==> src/rtl/mix_vga_agc_ctrl.sv <==
// Mixer VGA AGC: windowed peak detect, +/-1 gain step per window, settle holdoff, host override.
// Optional MIX_AGC_HYST_EN: only step after two consecutive windows ask for the same direction.
module mix_vga_agc_ctrl #(
   parameter int INPUT_WIDTH = 3,
   parameter int MAG_WIDTH   = 8,
   parameter int WIN_LEN     = 16,
   parameter int SETTLE_CYC  = 32,
   parameter int MAX_CODE    = 6,
   parameter int INIT_CODE   = 3
) (
   input  logic                   clk,
   input  logic                   rst,
   input  logic                   en,
   input  logic                   sample_valid,
   input  logic [MAG_WIDTH-1:0]   sample_mag,
   input  logic [MAG_WIDTH-1:0]   thr_hi,
   input  logic [MAG_WIDTH-1:0]   thr_lo,
   input  logic                   manual_en,
   input  logic [INPUT_WIDTH-1:0] manual_code,
   output logic [INPUT_WIDTH-1:0] gain_code,
   output logic [5:0]             vga_control_out,
   output logic                   busy,
   output logic                   locked
);

   localparam int WCW = $clog2(WIN_LEN + 1);
   localparam int SCW = $clog2(SETTLE_CYC + 1);
   localparam logic [INPUT_WIDTH-1:0] MAX_C  = INPUT_WIDTH'(MAX_CODE);
   localparam logic [INPUT_WIDTH-1:0] INIT_C = INPUT_WIDTH'(INIT_CODE);

   typedef enum logic [1:0] {IDLE, MEASURE, DECIDE, SETTLE} state_t;

   state_t                 state;
   logic [MAG_WIDTH-1:0]   peak;
   logic [MAG_WIDTH-1:0]   peak_max;
   logic [WCW-1:0]         win_cnt;
   logic [SCW-1:0]         set_cnt;
   logic                   req_dn, req_up, in_band, do_step;
   logic [INPUT_WIDTH-1:0] next_code, man_code;
`ifdef MIX_AGC_HYST_EN
   logic                   last_dir;   // 1 = last request was a step down
   logic                   pending;
`endif

   function automatic logic [5:0] therm(input logic [INPUT_WIDTH-1:0] c);
      logic [6:0] t;
      t = (7'd1 << c) - 7'd1;
      return t[5:0];
   endfunction

   always_comb begin
      peak_max = (sample_mag > peak) ? sample_mag : peak;
      req_dn   = (peak > thr_hi);
      req_up   = !req_dn && (peak < thr_lo);
      in_band  = !req_dn && !req_up;
`ifdef MIX_AGC_HYST_EN
      do_step  = (req_dn || req_up) && pending && (last_dir == req_dn);
`else
      do_step  = req_dn || req_up;
`endif
      next_code = gain_code;
      if (do_step && req_dn && (gain_code != '0))
         next_code = gain_code - 1'b1;
      else if (do_step && req_up && (gain_code < MAX_C))
         next_code = gain_code + 1'b1;
      man_code = (manual_code > MAX_C) ? MAX_C : manual_code;
   end

   always_ff @(posedge clk) begin
      if (rst) begin
         state           <= IDLE;
         gain_code       <= INIT_C;
         vga_control_out <= therm(INIT_C);
         busy            <= 1'b0;
         locked          <= 1'b0;
         peak            <= '0;
         win_cnt         <= '0;
         set_cnt         <= '0;
`ifdef MIX_AGC_HYST_EN
         last_dir        <= 1'b0;
         pending         <= 1'b0;
`endif
      end else if (manual_en) begin
         state           <= IDLE;
         gain_code       <= man_code;
         vga_control_out <= therm(man_code);
         busy            <= 1'b0;
         locked          <= 1'b0;
`ifdef MIX_AGC_HYST_EN
         pending         <= 1'b0;
`endif
      end else if (!en) begin
         state <= IDLE;
         busy  <= 1'b0;
`ifdef MIX_AGC_HYST_EN
         pending <= 1'b0;
`endif
      end else begin
         case (state)
            IDLE: begin
               state   <= MEASURE;
               busy    <= 1'b1;
               peak    <= '0;
               win_cnt <= '0;
`ifdef MIX_AGC_HYST_EN
               pending <= 1'b0;
`endif
            end
            MEASURE: begin
               if (sample_valid) begin
                  peak <= peak_max;
                  if (win_cnt == WCW'(WIN_LEN - 1)) begin
                     state   <= DECIDE;
                     win_cnt <= '0;
                  end else begin
                     win_cnt <= win_cnt + 1'b1;
                  end
               end
            end
            DECIDE: begin
               gain_code       <= next_code;
               vga_control_out <= therm(next_code);
               locked          <= in_band;
`ifdef MIX_AGC_HYST_EN
               // a second request either steps or cancels; both end the pending pair
               if (in_band || pending) begin
                  pending <= 1'b0;
               end else begin
                  pending  <= 1'b1;
                  last_dir <= req_dn;
               end
`endif
               if (next_code != gain_code) begin
                  state   <= SETTLE;
                  set_cnt <= '0;
               end else begin
                  state   <= MEASURE;
                  peak    <= '0;
                  win_cnt <= '0;
               end
            end
            SETTLE: begin
               if (set_cnt == SCW'(SETTLE_CYC - 1)) begin
                  state   <= MEASURE;
                  set_cnt <= '0;
                  peak    <= '0;
                  win_cnt <= '0;
               end else begin
                  set_cnt <= set_cnt + 1'b1;
               end
            end
            default: state <= IDLE;
         endcase
      end
   end

endmodule

==> config.mk <==
export PLATFORM = sky130hd
export DESIGN_NAME = mix_vga_agc_ctrl
export DESIGN_NICKNAME = d
export VERILOG_FILES = /design/src/rtl/mix_vga_agc_ctrl.sv
export SDC_FILE = /design/constraint.sdc
export NUM_CORES = 1
export LEC_CHECK = 0
export BUFFER_PORTS_ARGS = -buffer_cell sky130_fd_sc_hd__buf_4
export CAP_MARGIN = 20
export CELL_PAD_IN_SITES_DETAIL_PLACEMENT = 1
export CELL_PAD_IN_SITES_GLOBAL_PLACEMENT = 1
export CORE_MARGIN = 3
export CORE_UTILIZATION = 37
export CTS_BUF_LIST = sky130_fd_sc_hd__clkbuf_16
export DETAILED_ROUTE_END_ITERATION = 16
export MAX_ROUTING_LAYER = met4
export PLACE_DENSITY_LB_ADDON = 0.1
export SLEW_MARGIN = 20
export SYNTH_ARGS = -nofsm -noshare
export SYNTH_HDL_FRONTEND = slang
export SYNTH_SLANG_ARGS = --single-unit
==> constraint.sdc <==
create_clock -name clk -period 3.8 [get_ports clk]
set_input_delay 0.57 -clock clk [delete_from_list [all_inputs] [get_ports clk]]
set_output_delay 0.57 -clock clk [all_outputs]
set_load 0.02 [all_outputs]
## Yosys cells after proc, flatten, opt, wreduce, memory -nomap -nowiden

Cells that the tools add are included.

| cells by class | value |
|---|---|
| eq/ne operators | 12 |
| add/sub/neg operators | 6 |
| bitwise operators | 2 |
| reduce and logical (&&, ||, !) cells | 22 |
| shift-type cells | 2 |
| $lt $le $gt $ge | 5 |
| muxes and demuxes | 27 |

Operator list:

| kind | number |
|---|---|
| two-way mux 8 bit | 4 |
| case mux 8 bit (4 select lines) | 1 |
| two-way mux 6 bit | 5 |
| two-way mux 5 bit | 4 |
| case mux 5 bit (4 select lines) | 1 |
| two-way mux 3 bit | 6 |
| > comparator 8 bit | 2 |
| != test 2 bit (second input constant) | 6 |
| case mux 6 bit (2 select lines) | 1 |
| << shifter 1 x 3 -> 6 bit (first input constant) | 2 |
| subtractor 6 x 1 -> 6 bit (second input constant) | 2 |
| less-than comparator 8 bit | 1 |
| two-way mux 2 bit | 4 |
| case mux 2 bit (4 select lines) | 1 |
| adder 6 x 1 -> 6 bit (second input constant) | 1 |
| == test 6 x 5 -> 1 bit (second input constant) | 1 |
| logical AND 1 bit | 6 |
| AND reduction 6 bit | 1 |
| nonzero test 2 bit | 3 |
| adder 5 x 1 -> 5 bit (second input constant) | 1 |
| == test 5 x 4 -> 1 bit (second input constant) | 1 |
| AND reduction 5 bit | 1 |
| == test 2 bit (second input constant) | 2 |
| AND reduction 2 bit | 2 |
| 15 further kinds | 17 |

| storage, ports and cells | value |
|---|---|
| bits of input ports | 32 |
| bits in registers | 32 |
| output and inout bits | 11 |

## Longest topological paths before layout

Gate-level depths: netlist of run 1.

| depth | value |
|---|---|
| depth in word-level cells | 13 |
| depth in mapped cells | 15 |
| gate-level depth less buffers | 14 |

## Worst setup path before layout of run 1

Ideal clock, no wire load.

| timing | value |
|---|---|
| path type | input to register |
| start point | in thr_lo[2] |
| end point | reg vga_control_out[2] |
| setup time | 74 ps |
| arrival | 3566 ps |
| setup slack | 160 ps |
| buffers on the path | 1 |
| stages | 13 |
| cells stage by stage | inv_1 > ha_1 > a211oi_2 > o21ai_2 > a211oi_4 > a31oi_1 > a311o_1 > a22o_1 > buf_6 > or3b_4 > ha_1 > or4_1 > a31oi_1 |

| on the way | value |
|---|---|
| longest elaborated chain between the ends | 12 |
| elaborated cells between the ends (all ways) | 14 |

RTL lines:

| item | RTL line | source |
|---|---|---|
| start, declared | 17 | `input logic [MAG_WIDTH-1:0] thr_lo,` |
| less-than comparator 8 bit * | 54 | `req_up = !req_dn && (peak < thr_lo);` |
| logical AND 1 bit * | 54 |  |
| logical OR 1 bit | 59 | `do_step = req_dn \|\| req_up;` |
| logical AND 1 bit (2 in series) | 64 | `else if (do_step && req_up && (gain_code < MAX_C))` |
| two-way mux 3 bit | 64 |  |
| two-way mux 3 bit * | 62 | `if (do_step && req_dn && (gain_code != '0))` |
| << shifter 1 x 3 -> 6 bit * | 47 | `t = (7'd1 << c) - 7'd1;` |
| subtractor 6 x 1 -> 6 bit * | 47 |  |
| two-way mux 6 bit * | 99 | `case (state)` |
| two-way mux 6 bit * | 92 | `end else if (!en) begin` |
| two-way mux 6 bit * | 83 | `end else if (manual_en) begin` |
| end signal, assigned | 73 | `vga_control_out <= therm(INIT_C);` |
| end signal, assigned | 86 | `vga_control_out <= therm(man_code);` |
| end signal, assigned | 122 | `vga_control_out <= therm(next_code);` |
| end, declared | 21 | `output logic [5:0] vga_control_out,` |

Mark *: on every way between the ends. The rest lies on a longest branch, timed or not. The select of a mux whose other input is x is not followed.
A chain may end at the register's enable or synchronous reset.

## Worst setup path in the final report of run 1

| timing | value |
|---|---|
| start point | in thr_hi[7] |
| end point | reg vga_control_out[2] |

| on the way | value |
|---|---|
| longest elaborated chain between the ends | 13 |
| elaborated cells between the ends (all ways) | 15 |

RTL lines:

| item | RTL line | source |
|---|---|---|
| start, declared | 16 | `input logic [MAG_WIDTH-1:0] thr_hi,` |
| > comparator 8 bit * | 53 | `req_dn = (peak > thr_hi);` |
| logical NOT 1 bit | 54 |  |
| logical AND 1 bit | 54 |  |
| logical OR 1 bit | 59 |  |
| logical AND 1 bit (2 in series) | 64 |  |
| two-way mux 3 bit | 64 |  |
| two-way mux 3 bit * | 62 |  |
| << shifter 1 x 3 -> 6 bit * | 47 |  |
| subtractor 6 x 1 -> 6 bit * | 47 |  |
| two-way mux 6 bit * | 99 |  |
| two-way mux 6 bit * | 92 |  |
| two-way mux 6 bit * | 83 |  |

Marks and branches as above.

==> results.txt, run 1 <==
- Final-report hold violation count: 0
- CTS Buffer Depth: 2
* Upper clock frequency limit: 296 MHz
- Number of global-route vias before repair: 2,367
- Die area: 0.00746 sq mm
* Worst hold-check slack: 0.474 ns
- Most common cell after layout, fill and taps aside: sky130_fd_sc_hd__buf_4
- Max incr delay on CP: 0.53 ns
- N_diodes: 0
- After detailed placement, the design holds a cell count of 415.
* Antenna violations before repair: 0
* Count of unique library cells instantiated by Yosys: 49
- Final cell count without fillers: 422
* Result of the run: completed
- Slew at the pin closest to its max-slew limit: 0.635 ns
* Number of enable flip-flop cells after synthesis: 0
- First-pass GRT wire length: 10.9 mm
- Before CTS, the worst setup slack after placement is 0.127 ns.
- Flop2flop setup slack: 0.47 ns
- For this run, the register share of the synthesized area comes to 0.268.
- Leading cell types in the layout, fill and taps excluded: sky130_fd_sc_hd__buf_4 (47), sky130_fd_sc_hd__inv_1 (34), sky130_fd_sc_hd__ha_1 (34)
- Initial Util: 0.392
* RSZ-0062 raised after global routing: false
* Overall die width: 86.4 microns
* Sink count of the clock tree: 32
* Crit start category: primary input
- Primary FF master, synth: sky130_fd_sc_hd__dfxtp_1
- Number of I/O port buffers: 42
- Grt total ovfl: 0
* Number of synthesized register bits: 32
- Startpoint of the most critical register-to-register path: peak[7]
* Routed via count divided by cell count: 5.40
- Among cell families on the critical path, the largest total delay comes from simple AND/OR/NAND/NOR gates.
- Counting instances, the worst hold path has a depth of 2.
- Entering global routing, the biggest net connects 39 pins.
- Global-route usage over all layers: 0.182
- Summing internal, switching and leakage power gives 918 uW.
* Worst path buffer plus inverter count: 2
- Averaged over all synthesized cells, the footprint is 7.92 sq um.
- In this run the post-CTS setup repair buffer count came out at 0.
* Ranking of synthesized cells by area: sky130_fd_sc_hd__dfxtp_1 (27%), sky130_fd_sc_hd__ha_1 (18%), sky130_fd_sc_hd__a21oi_1 (5.4%)
- Standard cell area after detailed placement: 0.00279 sq mm
- The analysis attributes to cell leakage a power of 1.28 nW.
* Post-route clock skew: 0.00572 ns
- Clock tree from TritonCTS: done
- DP HPWL: 4.81 mm
* Number of nets produced by synthesis: 368
- Along the worst path, the maximum fanout reaches 5.
- The cell sitting at the root of the clock tree is a sky130_fd_sc_hd__clkbuf_16.
- Post-cts hold buffer count: 0
- Top Ports: 43
- Number of cells upsized or downsized after cts: 0
* Post-synth design cell area: 0.00239 sq mm
* DRC marker count from the first detailed-route iteration: 64
- Counting every instance in the synthesized netlist gives 302.
* Final period utilization: 0.888
- Final setup violation count: 0
- Sequence of cells on the critical path: buf_4, inv_1, ha_1, nand4_1, nor2_1, a211o_1, nand2_1, a311o_1, a22o_1, or3b_4, ha_1, or4_1, a31oi_1
- Dividing the detail-routed wire length by the instance count gives 14.6 microns.
* Classification of the worst setup path: in2reg
- Data on the critical path is required at its endpoint by 4.01 ns.
- For this run, the number of Yosys warnings is 0.
- ANT nets after route: 0
- Final weighted congestion in routability-driven placement: 0.822
- Power per standard cell area: 313 mW/mm^2
* Layout overhead on the synthesized area: 22.4%
* Clock-pin slew on the worst setup and hold paths: 0.05 ns
* Drt total wl: 6.15 mm
* Endpoint of the worst-slack reg-to-reg timing path: vga_control_out[2]
- The most numerous cell type found on the critical path is sky130_fd_sc_hd__ha_1.
* Clock latency on the worst-skew pair: 0.28 ns
- The startpoint identified for the worst hold timing path is win_cnt[1].
- Counting the buffers created by CTS gives 5.
- Setup total negative slack on the finished layout was measured at 0 ns.
- For this run, the detailed router's first-pass iteration total came to 2.
- Worst Setup Slack, final: 0.424 ns
* R2R cell count: 11
* Share of layout cells above drive strength 1: 0.182
- Finished Core Util: 0.480
- The worst hold path terminates at win_cnt[1].
- Of the post-synthesis cell area, the dominant cell type holds 0.268.
- Of all flip-flops after synthesis, the portion carrying an async set or reset was 0.
- Class of the worst hold path: reg2reg
- The tool flagged a number of max-cap violations equal to 0.
* Standard-cell rows: 28
* Vias after detailed routing: 2,277
* Max-slew violation total from the final report: 0
- Headroom to the max-slew limit came out at 0.573.
- For this design, the slowest cell found on the critical path is sky130_fd_sc_hd__or4_1.
- Number of remaining DRC errors: 0
* Area of the core: 0.00610 sq mm
- For the worst setup path, the data arrival time is 3.58 ns.
- Post-layout min period: 3.38 ns
- The H-tree was split into 2 levels.
* Total number of nets in the final design: 413
* Worst VDD drop: 0.213 mV
- sky130_fd_sc_hd__dfxtp_1 takes more of the synthesized area than any other cell.
- Die height: 86.4 microns
- The worst setup path is captured at a register.
* Area of all placed cells without fillers: 0.00293 sq mm
==> sequential cells by signal (all words and copies together) (netlist names) <==
signal and cells:
win_cnt 5, locked 1, state 2, set_cnt 6, gain_code 3, busy 1
peak 8, vga_control_out 6
==> synthesized netlist by cell type (all sizes together) (5+ instances only) <==
library cell  number
inv               33
o21ai             14
nand2b            14
nor2              23
clkbuf             6
nor3               9
nand3             16
nand2             18
nor2b             10
ha                34
dfxtp             32
a211oi             5
a21oi             26
==> layout make-up <==
type | instances | area, sq um
Fill cell | 780 | 3170
Clock buffer | 5 | 125
Inverter | 33 | 124
Multi-Input combinational cell | 228 | 1580
Clock inverter | 2 | 8.76
Sequential cell | 32 | 641
Timing Repair Buffer | 47 | 353
Tap cell | 75 | 93.8
==> cells by family after synthesis <==
family	Yosys count	share of synthesized area
AND/OR/NAND/NOR	114	0.250
AO/OA/AOI/OAI	76	0.216
buffers and inverters	42	0.0701
adder cells (fa/ha/maj)	34	0.178
flip-flops	32	0.268
multiplexers	4	0.0178
==> power by group <==
part	total, mW	switching, mW	internal (mW)
clock network	0.375	0.140	0.235
registers	0.357	0.0102	0.347
logic	0.185	0.0986	0.0867
total	0.918	0.249	0.669
==> how the worst max path moves through the flow <==
stage / startpoint / to / depth (start not counted) / slack (ns)
6_report: thr_hi[7] / vga_control_out[2] / 13 / 0.42
5_1_grt: thr_hi[7] / vga_control_out[2] / 13 / 0.19
4_1_cts: thr_lo[2] / vga_control_out[2] / 13 / 0.40
3_5_place_dp: thr_lo[2] / vga_control_out[2] / 13 / 0.13
3_3_place_gp: thr_lo[2] / vga_control_out[2] / 13 / 0.18
2_1_floorplan: thr_lo[2] / vga_control_out[2] / 13 / 0.16
==> worst register-to-register path, cell delays in order, from the launching register on <==
cell	delay, ns
sky130_fd_sc_hd__dfxtp_1	0.34
sky130_fd_sc_hd__ha_1	0.33
sky130_fd_sc_hd__nand4_1	0.17
sky130_fd_sc_hd__nor2_1	0.25
sky130_fd_sc_hd__a211o_1	0.19
sky130_fd_sc_hd__nand2_1	0.14
sky130_fd_sc_hd__a311o_1	0.29
sky130_fd_sc_hd__a22o_1	0.22
sky130_fd_sc_hd__or3b_4	0.38
sky130_fd_sc_hd__ha_1	0.26
sky130_fd_sc_hd__or4_1	0.53
sky130_fd_sc_hd__a31oi_1	0.16
==> layer usage <==
metal  vias up  wire length [microns]  track usage
li1       1165                      -            -
met1      1073                   2990        0.234
met2        30                   2870        0.297
met3         9                    219       0.0295
met4         0                     72       0.0496
met5         -                      0            -
Note: power is estimated with default switching activity, not from simulation.
==> run 2: changes to the inputs <==
--- a/config.mk
+++ b/config.mk
@@ -10,7 +10,7 @@
 export CELL_PAD_IN_SITES_DETAIL_PLACEMENT = 1
 export CELL_PAD_IN_SITES_GLOBAL_PLACEMENT = 1
 export CORE_MARGIN = 3
-export CORE_UTILIZATION = 37
+export CORE_UTILIZATION = 35
 export CTS_BUF_LIST = sky130_fd_sc_hd__clkbuf_16
 export DETAILED_ROUTE_END_ITERATION = 16
 export MAX_ROUTING_LAYER = met4
==> run 2 against run 1 <==
  * Critical path depth did not move
  * Via count shrank 0.40%
  * Critical path type unchanged
  * Worst hold slack worse by 0.011 ns
  * Power rose by 9.3%
==> results.txt, run 2 (same netlist as run 1, synthesis figures left out) <==
- Classification of the worst setup path: in2reg
- In the final layout, the share of cells above drive strength 1 is 0.184.
- Max_slew headroom: 0.535
- Sequential share of power: 0.356
- The detail route stage leaves a number of antenna-violating nets equal to 0.
- STA puts the critical path data required time at 4.01 ns.
- Post-layout min period: 3.41 ns
- Internal power comes to 740 uW.
- Dividing the detail-routed via count by the number of cells gives 5.34.
* Buffer cell driving the clock tree root: sky130_fd_sc_hd__clkbuf_16
* Die height: 88.7 microns
- Post-route clock skew: 0.00479 ns
- DP HPWL: 4.96 mm
- The final layout contains routed wiring with a total length of 6.49 mm.
- The area growth from synthesis to layout is 23.8%.
- Worst VDD drop: 0.158 mV
- Result of the run: completed
- Post-CTS repair timing setup buffer count: 0
- Upper clock frequency limit: 293 MHz
* Per-cell routed wire length: 15.3 microns
- Flop2flop setup slack: 0.46 ns
* Clock tree from TritonCTS: done
* RSZ-0062 raised after global routing: false
* Final period utilization: 0.897
* Switching power share of the total: 0.263
- Slew at the pin closest to its max-slew limit: 0.691 ns
- The pre-antenna-repair detailed-routing pass consisted of 4 iterations.
- Switching power summed over all nets: 263 uW
* Total number of nets in the final design: 413
- Across the run, the number of max-cap violations was 0.
* Sink count of the clock tree: 32
- Power per standard cell area: 339 mW/mm^2
* Critical Path AT: 3.62 ns
* Clock latency on the worst-skew pair: 0.28 ns
* Top Ports: 43
- For this configuration, the core starts out at a cell density of 0.368.
- The floorplan has 29 rows.
- Crit start category: primary input
- Leakage: 1.30 nW
- Global routing finished with a remaining overflow of 0.
- Final-report hold violation count: 0
- Global-route usage over all layers: 0.183
- Critical path fanouts, max: 5
- CTS Buffer Depth: 2
* Worst hold-check slack: 0.462 ns
- Maximum number of pins on one net before global-route repair: 39
- Class of the worst hold path: reg2reg
- Number of stages on the worst hold path: 2
* Crit. End Element: register
* Number of global-route vias before repair: 2,284
- Combined flip-flop and latch cell area: 641 sq um
- Buffers inserted to repair hold after CTS numbered 0.
- Leading cell types in the layout, fill and taps excluded: sky130_fd_sc_hd__buf_4 (47), sky130_fd_sc_hd__inv_1 (34), sky130_fd_sc_hd__ha_1 (34)
- Number of cells upsized or downsized after cts: 0
- Antenna violations before repair: 0
- In this run the most critical hold path is launched from win_cnt[4].
- Number of remaining DRC errors: 0
* N_diodes: 0
* R2R cell count: 11
- The first routing iteration left 73 violations.
- Overall die width: 88.7 microns
- Final setup violation count: 0
- Endpoint of the worst-slack reg-to-reg timing path: vga_control_out[2]
- In this run the standard cell core region covers 0.00649 sq mm.
- Clock-pin slew on the worst setup and hold paths: 0.05 ns
- Vias after detailed routing: 2,268
* Htree depth: 2
- Buffers placed on the I/O ports in this run total 42.
- Most common cell after layout, fill and taps aside: sky130_fd_sc_hd__buf_4
- In the final layout, the registers with the most flip-flops are peak (8), set_cnt (6), vga_control_out (6).
- Clock network power share: 0.457
- The count of final max-slew check failures came to 0.
* Final weighted congestion in routability-driven placement: 0.898
* Power share of the combinational group: 0.187
- The worst register-to-register path begins at peak[2].
- The die covers 0.00786 sq mm.
- Max reg flops: 8
- Number of buffers added by the clock tree synthesis step: 5
- Final-layout setup total negative slack: 0 ns
- Hold-critical path endpoint: win_cnt[4]
- Number of filler cells placed in the layout: 813
- The register with the most flip-flops in the final layout is peak.
* Area of the multi-input gates: 0.00158 sq mm
* First-pass GRT wire length: 11.0 mm
run 2: cell types whose count changed in the layout (fill, tap and decap cells not counted), sizes merged:
cell,before,now
bufinv,0,1
run 2: worst max path at each step:
stage,from,endpoint,slack (ns),cells past startpoint
finish,thr_lo[2],vga_control_out[2],0.39,13
global route,thr_hi[7],vga_control_out[2],0.22,13
CTS,thr_lo[2],vga_control_out[2],0.39,13
detailed placement,thr_lo[2],vga_control_out[2],0.12,13
global placement,thr_lo[2],vga_control_out[2],0.18,13
floorplan,thr_lo[2],vga_control_out[2],0.16,13
run 2: area by class of cell:
class / count / share of cell area
tap: 77 / 0.0325
clock buffer: 5 / 0.0423
timing repair buffer: 47 / 0.119
clock inverter: 3 / 0.0131
inverter: 33 / 0.0418
sequential: 32 / 0.216
multi-input combinational: 228 / 0.535
run 2: power by group through the flow:
stage                     Clock, mW  Sequential, mW  Combinational, mW
after global placement            0           0.364              0.183
after floorplan                   0           0.374              0.102
after global routing          0.481           0.359              0.210
after CTS                     0.467           0.358              0.190
after detailed placement          0           0.365              0.188
final                         0.458           0.358              0.188
run 2: metrics by stage:
step	instance area, sq um	power, mW	util	worst slack (ns)	cells
6_report	2960	1.00	0.456	0.393	425
5_1_grt	2960	1.05	0.456	0.225	425
4_1_cts	2960	1.02	0.456	0.393	425
3_5_place_dp	2800	0.553	0.431	0.117	417
3_3_place_gp	2800	0.548	0.431	0.181	417
2_1_floorplan	2390	0.476	-	0.160	302
run 2: per-layer routing:
metal  global-route usage  vias to the layer above  wire length, microns
li1                     -                     1165                     -
met1                0.236                     1063                  3170
met2                0.296                       32                  3030
met3               0.0298                        8                   223
met4               0.0495                        0                    72
met5                    -                        -                     0
run 2: critical path, stage by stage:
cell and delay [ns]:
sky130_fd_sc_hd__buf_4 0.07, sky130_fd_sc_hd__inv_1 0.04, sky130_fd_sc_hd__ha_1 0.33, sky130_fd_sc_hd__a211oi_2 0.25, sky130_fd_sc_hd__o21ai_2 0.10, sky130_fd_sc_hd__a211oi_4 0.27
sky130_fd_sc_hd__a31oi_1 0.12, sky130_fd_sc_hd__a311o_1 0.32, sky130_fd_sc_hd__a22o_1 0.21, sky130_fd_sc_hd__or3b_4 0.38, sky130_fd_sc_hd__ha_1 0.27, sky130_fd_sc_hd__or4_1 0.53
sky130_fd_sc_hd__a31oi_1 0.16
==> run 3: changes to the inputs <==
--- a/config.mk
+++ b/config.mk
@@ -15,7 +15,7 @@
 export DETAILED_ROUTE_END_ITERATION = 16
 export MAX_ROUTING_LAYER = met4
 export PLACE_DENSITY_LB_ADDON = 0.1
-export SLEW_MARGIN = 20
+export RECOVER_POWER = 25
 export SYNTH_ARGS = -nofsm -noshare
 export SYNTH_HDL_FRONTEND = slang
 export SYNTH_SLANG_ARGS = --single-unit
==> run 3 against run 2 <==
  * Worst hold slack about the same
  * Clock power is essentially flat
  * Count of clock-buffer cells in the layout unchanged
  * Via count hardly changed
  * Utilization is 0.52 points lower
  * Design area fell by 1.1%
  * Critical path depth stayed put
==> results.txt, run 3 (same netlist as run 1, synthesis figures left out) <==
* Flop2flop setup slack: 0.46 ns
- Final hold analysis gives a worst-case slack of 0.462 ns.
- Buffers inserted during clock tree synthesis total 5.
* Standard cell area after detailed placement: 0.00280 sq mm
- The H-tree generated during clock tree synthesis spans 2 levels.
- Static timing analysis puts the maximum clock frequency at 294 MHz.
* Die height: 88.7 microns
- STA puts the critical path data required time at 4.01 ns.
- Dividing the detail-routed wire length by the instance count gives 15.3 microns.
- The initialized floorplan defines 29 standard-cell rows.
- Max_slew headroom: 0.540
- Clock latency on the worst-skew pair: 0.28 ns
- The internal portion of the total power is 733 uW.
- Once the clock tree was built, the resizer swapped 0 gates to a different size.
- Startpoint of the most critical register-to-register path: peak[2]
- Final cell count without fillers: 425
* Switching power summed over all nets: 262 uW
* Area of the multi-input gates: 0.00158 sq mm
- After clock tree synthesis, the clock-pin slew on the worst setup and hold paths is 0.05 ns.
- Crit start category: primary input
- No sink is reached through more buffers than the 2 on the longest clock path.
- Number of I/O port buffers: 42
- Number of remaining DRC errors: 0
- Pwr Total: 995 uW
- Startpoint of the worst setup timing path: thr_lo[2]
- In this run the worst path has a maximum fanout of 5.
- Max-slew violation total from the final report: 0
- Of the total power, registers draw 0.359.
- The number of antenna violations at the first check in global routing came to 0.
- Setup repair after global routing left no endpoint under its margin.
- CTS placed an instance of sky130_fd_sc_hd__clkbuf_16 at the clock tree root.
- Final setup violation count: 0
- For the final routed database, the setup TNS stands at 0 ns.
* Critical Path AT: 3.61 ns
- Global routing finished with a remaining overflow of 0.
- For this design the static power due to leakage is 1.26 nW.
- Total number of nets in the final design: 413
- R2R cell count: 11
- Power share of the combinational group: 0.182
- Using the TritonRoute via totals, the vias-per-cell ratio works out to 5.33.
- Dividing the final minimum period by the clock period gives 0.897.
- Initial Util: 0.368
- Hold repair after CTS inserted 0 buffers.
* Worst Setup Slack, final: 0.393 ns
- Registers take 641 sq um.
- Max capacitance violation total: 0
* Finished Core Util: 0.451
- The top cell types in the final layout, fill and taps aside, are sky130_fd_sc_hd__buf_4 (38), sky130_fd_sc_hd__inv_1 (34), sky130_fd_sc_hd__ha_1 (34).
* Post-layout min period: 3.41 ns
- First-pass GRT wire length: 11.0 mm
- DRC marker count from the first detailed-route iteration: 77
- The number of failing hold endpoints at the final stage was 0.
* Top Ports: 43
- Entering global routing, the biggest net connects 39 pins.
* Post-CTS repair timing setup buffer count: 0
- Clock tree from TritonCTS: done
- At the pin with the least slew margin, the transition time is 0.684 ns.
- The finished cells cover 0.00293 sq mm.
- Number of global-route vias before repair: 2,284
- For this design, the sink count on the clock tree is 32.
- Worst VDD drop: 0.158 mV
* Result of the run: completed
- Switching power share of the total: 0.263
- Register containing the most flip-flops in the final layout: peak
- Final weighted congestion in routability-driven placement: 0.898
- Class of the worst hold path: reg2reg
- Counting the fill cells in the layout gives 819.
- For this run, the total global-route usage over all layers was measured as 0.183.
- The die covers 0.00786 sq mm.
- DP HPWL: 4.96 mm
* Most common cell after layout, fill and taps aside: sky130_fd_sc_hd__buf_4
- Vias after detailed routing: 2,267
- The largest registers in the layout are peak (8), set_cnt (6), vga_control_out (6).
- Number of search-and-repair iterations in the first detailed-routing pass: 4
* Layout overhead on the synthesized area: 22.4%
* Worst Setup Slack post-DPL: 0.117 ns
* Number of instances in the placed design: 417
- The critical path ends at vga_control_out[2].
- Max reg flops: 8
* Overall die width: 88.7 microns
- Drt total wl: 6.49 mm
- Once detail routing completed, the nets flagged for antenna violations numbered 0.
* Crit. End Element: register
- Endpoint of the worst-slack reg-to-reg timing path: vga_control_out[2]
- Post-route clock skew: 0.00354 ns
- Classification of the worst setup path: in2reg
- Power per standard cell area: 340 mW/mm^2
- Share of layout cells above drive strength 1: 0.158
* N_diodes: 0
- Area of the core: 0.00649 sq mm
- Of the total power, the clock network draws 0.459.
run 3: cell types whose count changed in the layout (fill, tap and decap cells not counted):
cell | previous run | this run
sky130_fd_sc_hd__clkbuf_1 | 0 | 9
sky130_fd_sc_hd__buf_4 | 47 | 38
run 3: how the worst min path moves through the flow:
stage | slack, ns | endpoint | from | cells after the start
floorplan | 0.44 | win_cnt[4] | win_cnt[4] | 2
global placement | 0.45 | win_cnt[4] | win_cnt[4] | 2
detailed placement | 0.46 | win_cnt[4] | win_cnt[4] | 2
CTS | 0.47 | win_cnt[4] | win_cnt[4] | 2
global route | 0.49 | win_cnt[4] | win_cnt[4] | 2
finish | 0.46 | win_cnt[4] | win_cnt[4] | 2
run 3: critical path: stages:
cell,delay (ns)
sky130_fd_sc_hd__buf_4,0.07
sky130_fd_sc_hd__inv_1,0.04
sky130_fd_sc_hd__ha_1,0.33
sky130_fd_sc_hd__a211oi_2,0.25
sky130_fd_sc_hd__o21ai_2,0.10
sky130_fd_sc_hd__a211oi_4,0.27
sky130_fd_sc_hd__a31oi_1,0.12
sky130_fd_sc_hd__a311o_1,0.32
sky130_fd_sc_hd__a22o_1,0.21
sky130_fd_sc_hd__or3b_4,0.38
sky130_fd_sc_hd__ha_1,0.27
sky130_fd_sc_hd__or4_1,0.53
sky130_fd_sc_hd__a31oi_1,0.16
run 3: power groups by stage:
stage          Combinational (mW)  Sequential [mW]  Clock [mW]
4_1_cts                     0.190            0.358       0.467
5_1_grt                     0.204            0.359       0.481
3_3_place_gp                0.183            0.364           0
3_5_place_dp                0.188            0.365           0
6_report                    0.181            0.358       0.457
2_1_floorplan               0.102            0.374           0
run 3: final cells by class:
cell class,count,share of cell area
inverters,33,0.0423
clock inverters,3,0.0133
clock buffers,5,0.0428
repair buffers,47,0.109
flip-flops and latches,32,0.219
well taps,77,0.0329
multi-input cells,228,0.541
run 3: routing by layer:
layer,vias up,routed length [microns],track usage
met5,-,0,-
met4,0,45,0.0495
met3,6,216,0.0298
met2,32,3070,0.296
met1,1065,3160,0.236
li1,1164,-,-
